--- config.mk ---
export PLATFORM = sky130hd
export DESIGN_NAME = imem_loader
export DESIGN_NICKNAME = d
export VERILOG_FILES = /design/src/rtl/imem_loader.sv
export SDC_FILE = /design/constraint.sdc
export NUM_CORES = 1
export LEC_CHECK = 0
export CAP_MARGIN = 20
export CORE_MARGIN = 10
export CORE_UTILIZATION = 50
export CTS_BUF_LIST = sky130_fd_sc_hd__clkbuf_16
export DETAILED_ROUTE_END_ITERATION = 8
export PLACE_DENSITY = 0.86
export SKIP_CTS_REPAIR_TIMING = 1
export SLEW_MARGIN = 20
export SYNTH_ARGS = -nofsm -noshare
export SYNTH_HDL_FRONTEND = slang
export SYNTH_SLANG_ARGS = --single-unit
--- constraint.sdc ---
create_clock -name clk -period 3.27 [get_ports clk]
set_input_delay 0.654 -clock clk [delete_from_list [all_inputs] [get_ports clk]]
set_output_delay 0.654 -clock clk [all_outputs]
set_load 0.005 [all_outputs]
--- src/rtl/imem_loader.sv ---
// Framed byte-stream loader that writes a program into instruction memory and releases the CPU once the checksum verifies.
// Optional inter-byte timeout: define IMEM_LOADER_TIMEOUT_EN.
module imem_loader #(
    parameter int                ADDR_W         = 8,
    parameter logic [ADDR_W-1:0] LOAD_BASE      = '0,
    parameter logic [7:0]        SYNC_BYTE      = 8'hA5,
    parameter int                TIMEOUT_CYCLES = 1024
) (
    input  logic              clk,
    input  logic              reset,
    input  logic              start,
    input  logic              in_valid,
    input  logic [7:0]        in_data,
    output logic              in_ready,
    output logic              imem_w_en,
    output logic [ADDR_W-1:0] imem_w_addr,
    output logic [7:0]        imem_w_data,
    output logic              cpu_hold,
    output logic              load_done,
    output logic              load_error,
    output logic [1:0]        err_code,
    output logic [8:0]        words_loaded
);

    typedef enum logic [2:0] {IDLE, SYNC, LEN, DATA, CSUM, DONE, ERR} state_t;

    state_t            state_q, state_d;
    logic [7:0]        remaining_q, remaining_d;
    logic [7:0]        sum_q, sum_d;
    logic [8:0]        words_q, words_d;
    logic              w_en_q, w_en_d;
    logic [ADDR_W-1:0] w_addr_q, w_addr_d;
    logic [7:0]        w_data_q, w_data_d;
    logic              hold_q, hold_d;
    logic              done_q, done_d;
    logic              error_q, error_d;
    logic [1:0]        err_code_q, err_code_d;
    logic              accept;

`ifdef IMEM_LOADER_TIMEOUT_EN
    logic [15:0]       idle_cnt_q, idle_cnt_d;
`else
    logic              unused_timeout;
    assign unused_timeout = ^32'(TIMEOUT_CYCLES);
`endif

    always_comb begin
        in_ready = (state_q == SYNC) || (state_q == LEN) ||
                   (state_q == DATA) || (state_q == CSUM);
    end

    assign accept = in_valid && in_ready;

    always_comb begin
        state_d     = state_q;
        remaining_d = remaining_q;
        sum_d       = sum_q;
        words_d     = words_q;
        w_en_d      = 1'b0;
        w_addr_d    = w_addr_q;
        w_data_d    = w_data_q;
        hold_d      = hold_q;
        done_d      = done_q;
        error_d     = error_q;
        err_code_d  = err_code_q;
`ifdef IMEM_LOADER_TIMEOUT_EN
        idle_cnt_d  = 16'd0;
`endif
        if (start) begin
            // start always (re)opens a frame hunt, abandoning any partial load
            state_d     = SYNC;
            remaining_d = 8'd0;
            sum_d       = 8'd0;
            words_d     = 9'd0;
            hold_d      = 1'b1;
            done_d      = 1'b0;
            error_d     = 1'b0;
            err_code_d  = 2'b00;
        end else begin
            case (state_q)
                SYNC: if (accept && in_data == SYNC_BYTE) state_d = LEN;
                LEN: if (accept) begin
                    if (in_data == 8'd0) begin
                        state_d    = ERR;
                        error_d    = 1'b1;
                        err_code_d = 2'b01;
                    end else begin
                        remaining_d = in_data;
                        state_d     = DATA;
                    end
                end
                DATA: if (accept) begin
                    w_en_d      = 1'b1;
                    w_data_d    = in_data;
                    w_addr_d    = LOAD_BASE + ADDR_W'(words_q);
                    words_d     = words_q + 9'd1;
                    sum_d       = 8'(sum_q + in_data);
                    remaining_d = remaining_q - 8'd1;
                    if (remaining_q == 8'd1) state_d = CSUM;
                end
                CSUM: if (accept) begin
                    if (8'(sum_q + in_data) == 8'd0) begin
                        state_d = DONE;
                        done_d  = 1'b1;
                        hold_d  = 1'b0;
                    end else begin
                        state_d    = ERR;
                        error_d    = 1'b1;
                        err_code_d = 2'b10;
                    end
                end
                default: ;
            endcase
`ifdef IMEM_LOADER_TIMEOUT_EN
            // counter restarts on any accepted byte and on entry to a new state
            if ((state_q == LEN || state_q == DATA || state_q == CSUM) &&
                !accept && state_d == state_q) begin
                if (idle_cnt_q >= 16'(TIMEOUT_CYCLES - 1)) begin
                    state_d    = ERR;
                    error_d    = 1'b1;
                    err_code_d = 2'b11;
                end else begin
                    idle_cnt_d = idle_cnt_q + 16'd1;
                end
            end
`endif
        end
    end

    always_ff @(posedge clk) begin
        if (reset) begin
            state_q     <= IDLE;
            remaining_q <= 8'd0;
            sum_q       <= 8'd0;
            words_q     <= 9'd0;
            w_en_q      <= 1'b0;
            w_addr_q    <= LOAD_BASE;
            w_data_q    <= 8'd0;
            hold_q      <= 1'b1;
            done_q      <= 1'b0;
            error_q     <= 1'b0;
            err_code_q  <= 2'b00;
`ifdef IMEM_LOADER_TIMEOUT_EN
            idle_cnt_q  <= 16'd0;
`endif
        end else begin
            state_q     <= state_d;
            remaining_q <= remaining_d;
            sum_q       <= sum_d;
            words_q     <= words_d;
            w_en_q      <= w_en_d;
            w_addr_q    <= w_addr_d;
            w_data_q    <= w_data_d;
            hold_q      <= hold_d;
            done_q      <= done_d;
            error_q     <= error_d;
            err_code_q  <= err_code_d;
`ifdef IMEM_LOADER_TIMEOUT_EN
            idle_cnt_q  <= idle_cnt_d;
`endif
        end
    end

    assign imem_w_en    = w_en_q;
    assign imem_w_addr  = w_addr_q;
    assign imem_w_data  = w_data_q;
    assign cpu_hold     = hold_q;
    assign load_done    = done_q;
    assign load_error   = error_q;
    assign err_code     = err_code_q;
    assign words_loaded = words_q;

endmodule

=== After elaboration in Yosys (flattened, before gate mapping) ===
Cells that the tools add are included.

* Flip-flop bits (word level): 50
* Input port bits: 12

* Add/subtract/negate cells: 3
* Equality and inequality tests: 19
* Muxes and demuxes: 24
* Bitwise logic cells: 2
* Reductions and logical operators: 20

{| class="wikitable"
|+ Operators with widths
! cell !! count
|-
| $mux 8 || 3
|-
| $mux 3 || 6
|-
| $logic_not 8->1 || 2
|-
| $pmux 8 s2 || 1
|-
| $pmux 3 s4 || 1
|-
| $reduce_and 6->1 || 2
|-
| $mux 2 || 5
|-
| $ne 2x2->1 const B || 5
|-
| $add 9x1->9 const B || 1
|-
| $ne 3x3->1 const B || 3
|-
| $add 8x8->8 || 1
|-
| $eq 8x1->1 const B || 1
|-
| $eq 8x8->1 const B || 1
|-
| $sub 8x1->8 const B || 1
|-
| $eq 3x2->1 const B || 2
|-
| $mux 1 || 6
|-
| $ne 2x1->1 const B || 3
|-
| $ne 3x2->1 const B || 2
|-
| $reduce_and 3->1 || 2
|-
| $reduce_and 5->1 || 1
|-
| $reduce_bool 5->1 || 1
|-
| $pmux 2 s2 || 1
|-
| $reduce_and 4->1 || 1
|-
| $reduce_bool 2->1 || 2
|-
| 10 further kinds || 14
|}

=== Longest topological paths before layout ===
Gate-level depths: netlist of the first run.

* Depth in word-level cells: 9
* Mapped depth: 10
* Gate-level depth less buffers: 8

=== Least setup slack after synthesis of the first run ===
Ideal clock, no wire load.

* Kind: input to register
* Start: input in_data[0]
* End: register error_q, in the netlist load_error
* Library setup time: 0.117 ns
* Arrival: 2.952 ns
* Path slack: 0.201 ns
* Stages on the path: 9
* Path buffers: 1
* Path through: ha_1 > fa_1 > a211oi_2 > nor2_1 > xor2_1 > or4_1 > or4_1 > buf_2 > a22o_1

* Longest elaborated chain between the ends: 4
* Elaborated cells between the ends (all ways): 6
* Classes of those cells: add/sub: 1; eq/ne: 2; reduce/logical: 3

{| class="wikitable"
|+ Ends and longest elaborated chain
! item !! line !! RTL
|-
| from (decl) || 13 || <nowiki>input logic [7:0] in_data,</nowiki>
|-
| $add 8x8->8 || 102 || <nowiki>if (8'(sum_q + in_data) == 8'd0) begin</nowiki>
|-
| $logic_not 8->1 || 102 ||
|-
| $ne 2x2->1 (no line) || -- ||
|-
| $reduce_and 5->1 (no line) * || -- ||
|-
| to (signal assigned) || 156 || <nowiki>error_q <= error_d;</nowiki>
|-
| to (decl) || 36 || <nowiki>logic error_q, error_d;</nowiki>
|}

Mark *: on every way between the ends. The rest lies on a longest branch, timed or not.
A chain may end at the register's enable or synchronous reset.

=== Final worst setup path of the first run ===
* Start: input in_data[1]
* End: register error_q, in the netlist load_error

Same word-level chain as after synthesis.

==> impl_metrics.json, run 1 <==
{
  "n_antenna_cell": 0,
  "fin_hold_ws_ns": 0.445,
  "synthTopCellsByArea": "dfxtp_1, nand2_1, a21oi_1, ha_1, nor2_1",
  "cp_max_fo": 7,
  "rows": 25,
  "fin_setup_tns_ns": 0,
  "clk_pin_slew_ns": 0.07,
  "yosysUniqueCellTypes": 48,
  "grt_util_all_layers_pct": 15.9,
  "syn_avg_cell_area_um2": 7.91,
  "dp_hpwl_um": 4910,
  "cp-end-kind": "flip-flop",
  "final.period_utilization_pct": 97.1,
  "async_flop_share_pct": 0,
  "die_w_um": 90.6,
  "hold_violations": 0,
  "layout_common_cells": "nand2_1, dfxtp_1, clkdlybuf4s50_1, a21oi_1, nor2_1",
  "p_total_mw": 1.21,
  "critical_path.slowest_cell": "or4_4",
  "fillCellCount": 384,
  "layout-drive-gt1-share_pct": 9.26,
  "finalSetupViolCount": 0,
  "power_density_mw_per_mm2": 372,
  "grt_max_degree": 21,
  "core-area_mm2": 0.00479,
  "cp.arrival_ns": 3.36,
  "worst_slack_ns": 0.0959,
  "leakagePower_nw": 1.18,
  "path_class": "primary input to flip-flop",
  "cts.sinks": 50,
  "htreeDepth": 2,
  "slew_headroom_pct": 56.0,
  "nNetsFinal": 389,
  "antenna_found_initial": 0,
  "min_period_ns": 3.17,
  "via_per_inst": 5.63,
  "synth.ff_latch_count": 50,
  "max_freq_mhz": 315,
  "area_growth_syn_to_layout_pct": 30.0,
  "dr.pass1.iters": 4,
  "drt-initial-drc-count": 218,
  "status": "complete, no violations",
  "start_util_pct": 52.1,
  "yosys.area.top_type": "dfxtp_1",
  "via_count": 2445,
  "place.gp.congestion": 0.893,
  "postLayoutCoreUtil_pct": 67.7,
  "finClkSkew_ns": 0.00212,
  "r2r_slack_ns": 0.48,
  "synth_ff_type": "dfxtp_1",
  "grt_overflow": 0,
  "ant_nets": 0,
  "grt_pass1_vias": 2329,
  "insertion_delay_ns": 0.29,
  "synth_warnings": 0,
  "finalWirelength_um": 6720,
  "grt_pass1_wl_um": 11100,
  "irDropWorstVdd_mv": 0.253,
  "cts_tree": "yes",
  "netlist_area_mm2": 0.00249,
  "mostFrequentLayoutCell": "nand2_1",
  "clockRootBuffer": "clkbuf_16",
  "port_buffers": 43,
  "synth_top_area_share_pct": 40.2,
  "crit_path_start_kind": "primary input",
  "required_ns": 3.46,
  "slowest_delay_ns": 0.61,
  "critical_path.cell_chain": "clkdlybuf4s50_1 > buf_4 > ha_1 > a211o_1 > o21ai_2 > xnor2_1 > or4_1 > or4_4 > a22o_1",
  "synth_nets": 338,
  "avgRoutedWirePerCell_um": 15.5,
  "ios": 44,
  "die_y_um": 90.6,
  "max_cap_viol_count": 0,
  "die_area_mm2": 0.00821,
  "yosysSeqAreaShare_pct": 40.2,
  "synth_cells": 315,
  "grt_setup_unrepaired": "false",
  "synth_edf_count": 0,
  "slew_viol_final": 0,
  "hp-class": "flip-flop to flip-flop",
  "drc": 0,
  "cts_buffers": 5,
  "worstMarginPinSlew_ns": 0.660,
  "post-place-ws_ns": -0.422,
  "ctsLongestPathBuffers": 2
}
[where the power goes]
part | leakage (nW) | switching [mW] | total [mW] | internal (mW)
combinational | 0.709 | 0.0406 | 0.0765 | 0.0359
clock | 0.0679 | 0.233 | 0.517 | 0.284
sequential | 0.403 | 0.00335 | 0.613 | 0.609
total | 1.18 | 0.277 | 1.21 | 0.929
[through the flow]
| stage | std cells | area, um^2 |
|---|---|---|
| CTS | 433 | 3210 |
| global route | 434 | 3240 |
| detailed placement | 425 | 3070 |
| floorplan | 315 | 2490 |
| global placement | 425 | 3070 |
| finish | 434 | 3240 |
[kinds of logic (layout without fill, tap and decap cells)]
group,Yosys count,in the layout,share of synthesized area (%)
adder cells (fa/ha/maj),11,11,5.83
flip-flops,50,50,40.2
XOR/XNOR,14,14,5.47
buffers and inverters,24,76,3.82
AO/OA/AOI/OAI,84,84,20.9
AND/OR/NAND/NOR,132,132,23.8
[worst max-delay path, delay by kind of cell]
family                   cells  cell delay, ns
AND/OR/NAND/NOR              2            1.02
AO/OA/AOI/OAI                3            0.66
buffers and inverters        2            0.65
adder cells (fa/ha/maj)      1            0.29
XOR/XNOR                     1            0.08
[sequential cells by signal, indices dropped and copies added, names as in the netlist]
register      flops
cpu_hold          1
err_code          2
imem_w_addr       8
imem_w_data       8
imem_w_en         1
load_done         1
load_error        1
remaining_q       8
state_q           3
sum_q             8
words_loaded      9
[cell usage after synthesis, types with 3 or more instances]
master / count
nand2_1: 60
dfxtp_1: 50
a21oi_1: 41
nor2_1: 29
clkbuf_1: 15
ha_1: 10
o21ai_1: 9
nand3_1: 8
xnor2_1: 8
nor3_1: 7
inv_1: 6
o21ai_0: 6
or3_1: 5
xor2_1: 5
and3_1: 4
nand2b_1: 4
nand4_1: 4
a211oi_1: 3
nor4_1: 3
or4_1: 3
[metal layers]
metal,global-route usage (%),vias up,wire (um)
li1,-,1202,-
met4,4.77,0,90
met1,19.6,1164,2970
met2,26.7,69,3290
met3,3.41,10,364
met5,0,-,0
[area by class of cell]
cell class              count  area, um^2  share of cell area, %
inverters                   6        22.5                  0.696
clock buffers               5         125                   3.86
clock inverters             3        20.0                  0.618
repair buffers             62         576                   17.8
well taps                  67        83.8                   2.59
multi-input cells         241        1410                   43.5
flip-flops and latches     50        1000                   30.9
[final timing paths]
kind | startpoint | cells after the start | end
setup / recovery | in_data[1] | 9 | load_error
hold / removal | load_done | 2 | load_done
setup reg to reg | sum_q[0] | 8 | load_error
hold reg to reg | load_done | 2 | load_done
Power figures use the tool's default switching activity.
==> inputs of run 2 (changes only) <==
--- a/config.mk
+++ b/config.mk
@@ -7,10 +7,10 @@
 export LEC_CHECK = 0
 export CAP_MARGIN = 20
 export CORE_MARGIN = 10
-export CORE_UTILIZATION = 50
+export CORE_UTILIZATION = 30
 export CTS_BUF_LIST = sky130_fd_sc_hd__clkbuf_16
 export DETAILED_ROUTE_END_ITERATION = 8
-export PLACE_DENSITY = 0.86
+export PLACE_DENSITY = 0.6
 export SKIP_CTS_REPAIR_TIMING = 1
 export SLEW_MARGIN = 20
 export SYNTH_ARGS = -nofsm -noshare
==> run 2 against run 1 <==
Net effect:
- sequential power hardly changed
- count of clock-buffer cells in the layout unchanged
- total power rose by 6.2%
- setup slack improved by 0.063 ns
- clock skew increased by 0.0016 ns
- sequential share of layout area down 0.96 points
- final cell count up 9.9%
- hold slack improved by 0.00065 ns
- register-to-register slack improved by 0.03 ns
- critical path type unchanged
==> impl_metrics.json, run 2 (synthesis results as in run 1) <==
{
  "status": "complete, no violations",
  "irDropWorstVdd_mv": 0.205,
  "die_y_um": 111,
  "regArea_mm2": 0.00100,
  "insertion_delay_ns": 0.29,
  "via_count": 2357,
  "core-area_mm2": 0.00813,
  "min_period_ns": 3.11,
  "port_buffers": 43,
  "dp_hpwl_um": 5180,
  "grt_pass1_wl_um": 11700,
  "worstMarginPinSlew_ns": 0.630,
  "clk_pin_slew_ns": 0.07,
  "drc": 0,
  "dpl_cell_area_mm2": 0.00315,
  "largest_reg_flops": 9,
  "max_cap_viol_count": 0,
  "cts_buffers": 5,
  "final.period_utilization_pct": 95.2,
  "slew_viol_final": 0,
  "fin_area_mm2": 0.00334,
  "fillCellCount": 827,
  "max_freq_mhz": 321,
  "drt-initial-drc-count": 111,
  "ctsLongestPathBuffers": 2,
  "grt_max_degree": 21,
  "fin_setup_tns_ns": 0,
  "required_ns": 3.45,
  "ios": 44,
  "finalSetupViolCount": 0,
  "cp-end-kind": "flip-flop",
  "cts_tree": "yes",
  "power_density_mw_per_mm2": 383,
  "rr_endpoint": "load_error",
  "layout_common_cells": "nand2_1, dfxtp_1, clkdlybuf4s50_1, a21oi_1, nor2_1",
  "ant_nets": 0,
  "grt_overflow": 0,
  "cp.arrival_ns": 3.30,
  "rows": 33,
  "grt_util_all_layers_pct": 11.0,
  "cts.sinks": 50,
  "antenna_found_initial": 0,
  "area_growth_syn_to_layout_pct": 34.2,
  "hold_path_depth": 2,
  "leakagePower_nw": 1.22,
  "ff2ff_path_depth": 9,
  "hold_violations": 0,
  "nNetsFinal": 394,
  "finClkSkew_ns": 0.00368,
  "mostFrequentLayoutCell": "nand2_1",
  "grt_setup_unrepaired": "false",
  "slew_headroom_pct": 58.0,
  "hold_end": "load_done",
  "path_class": "primary input to flip-flop",
  "layout-drive-gt1-share_pct": 10.2,
  "min-delay-start": "load_done",
  "clockRootBuffer": "clkbuf_16",
  "n_antenna_cell": 0,
  "start_util_pct": 30.6,
  "crit_path_start_kind": "primary input",
  "rr_startpoint": "sum_q[0]",
  "hp-class": "flip-flop to flip-flop",
  "via_per_inst": 4.94,
  "avgRoutedWirePerCell_um": 14.4,
  "crit_start": "in_data[1]",
  "finalWirelength_um": 6850,
  "multiInputGateArea_mm2": 0.00140,
  "die_w_um": 111,
  "cp_max_fo": 7,
  "die_area_mm2": 0.0123,
  "htreeDepth": 2,
  "dr.pass1.iters": 4,
  "r2r_slack_ns": 0.51,
  "grt_pass1_vias": 2287,
  "place.gp.congestion": 0.869
}
## run 2: changes by cell type in the layout (fill, tap and decap cells not counted)
cell	before	now
bufinv_16	0	1
inv_6	1	0
buf_6	0	1
a31oi_2	1	0
a31oi_1	0	1
clkinv_1	1	0
buf_4	19	23
inv_1	6	7
## run 2: routing by layer
| metal | vias to the layer above | GRT usage, % | part of all wire (%) | wire length (um) |
|---|---|---|---|---|
| met5 | - | 0 | 0 | 0 |
| met4 | 0 | 2.31 | 0.64 | 44 |
| met3 | 2 | 2.06 | 3.3 | 226 |
| met2 | 35 | 18.0 | 48 | 3270 |
| met1 | 1116 | 14.7 | 48 | 3310 |
| li1 | 1204 | - | - | - |
## run 2: worst max path at each step
stage	to	slack (ns)	cells past startpoint
global placement	load_error	-0.33	10
detailed placement	load_error	-0.39	10
global route	load_error	0.04	10
finish	load_error	0.16	10
floorplan	load_error	0.20	9
CTS	load_error	-0.1	10
## run 2: metrics by stage
step | total power, mW | hold WS [ns] | utilization, % | cells | worst slack (ns)
after CTS | 1.29 | 0.455 | 40.8 | 476 | -0.0959
after detailed placement | 0.704 | 0.446 | 38.8 | 468 | -0.390
after floorplan | 0.661 | 0.440 | - | 315 | 0.201
after global placement | 0.704 | 0.435 | 38.8 | 468 | -0.329
after global routing | 1.32 | 0.483 | 41.1 | 477 | 0.0407
final | 1.28 | 0.446 | 41.1 | 477 | 0.158
## run 2: critical path, cell delays in order
cell	delay, ns
clkdlybuf4s50_1	0.45
buf_4	0.17
ha_1	0.28
a211o_1	0.34
o21ai_2	0.08
xnor2_1	0.09
or4_1	0.40
or4_4	0.49
buf_6	0.15
a22o_1	0.17
## run 2: report_power, final
group	switching, mW	total (mW)	internal (mW)
Combinational	0.0409	0.0775	0.0366
Sequential	0.00332	0.613	0.609
Clock	0.232	0.590	0.359
Total	0.276	1.28	1.00
## run 2: layout make-up
class | count | area share, %
inverters | 6 | 0.674
multi-input cells | 241 | 42.0
repair buffers | 67 | 18.5
flip-flops and latches | 50 | 30.0
well taps | 105 | 3.93
clock buffers | 5 | 3.74
clock inverters | 3 | 1.24
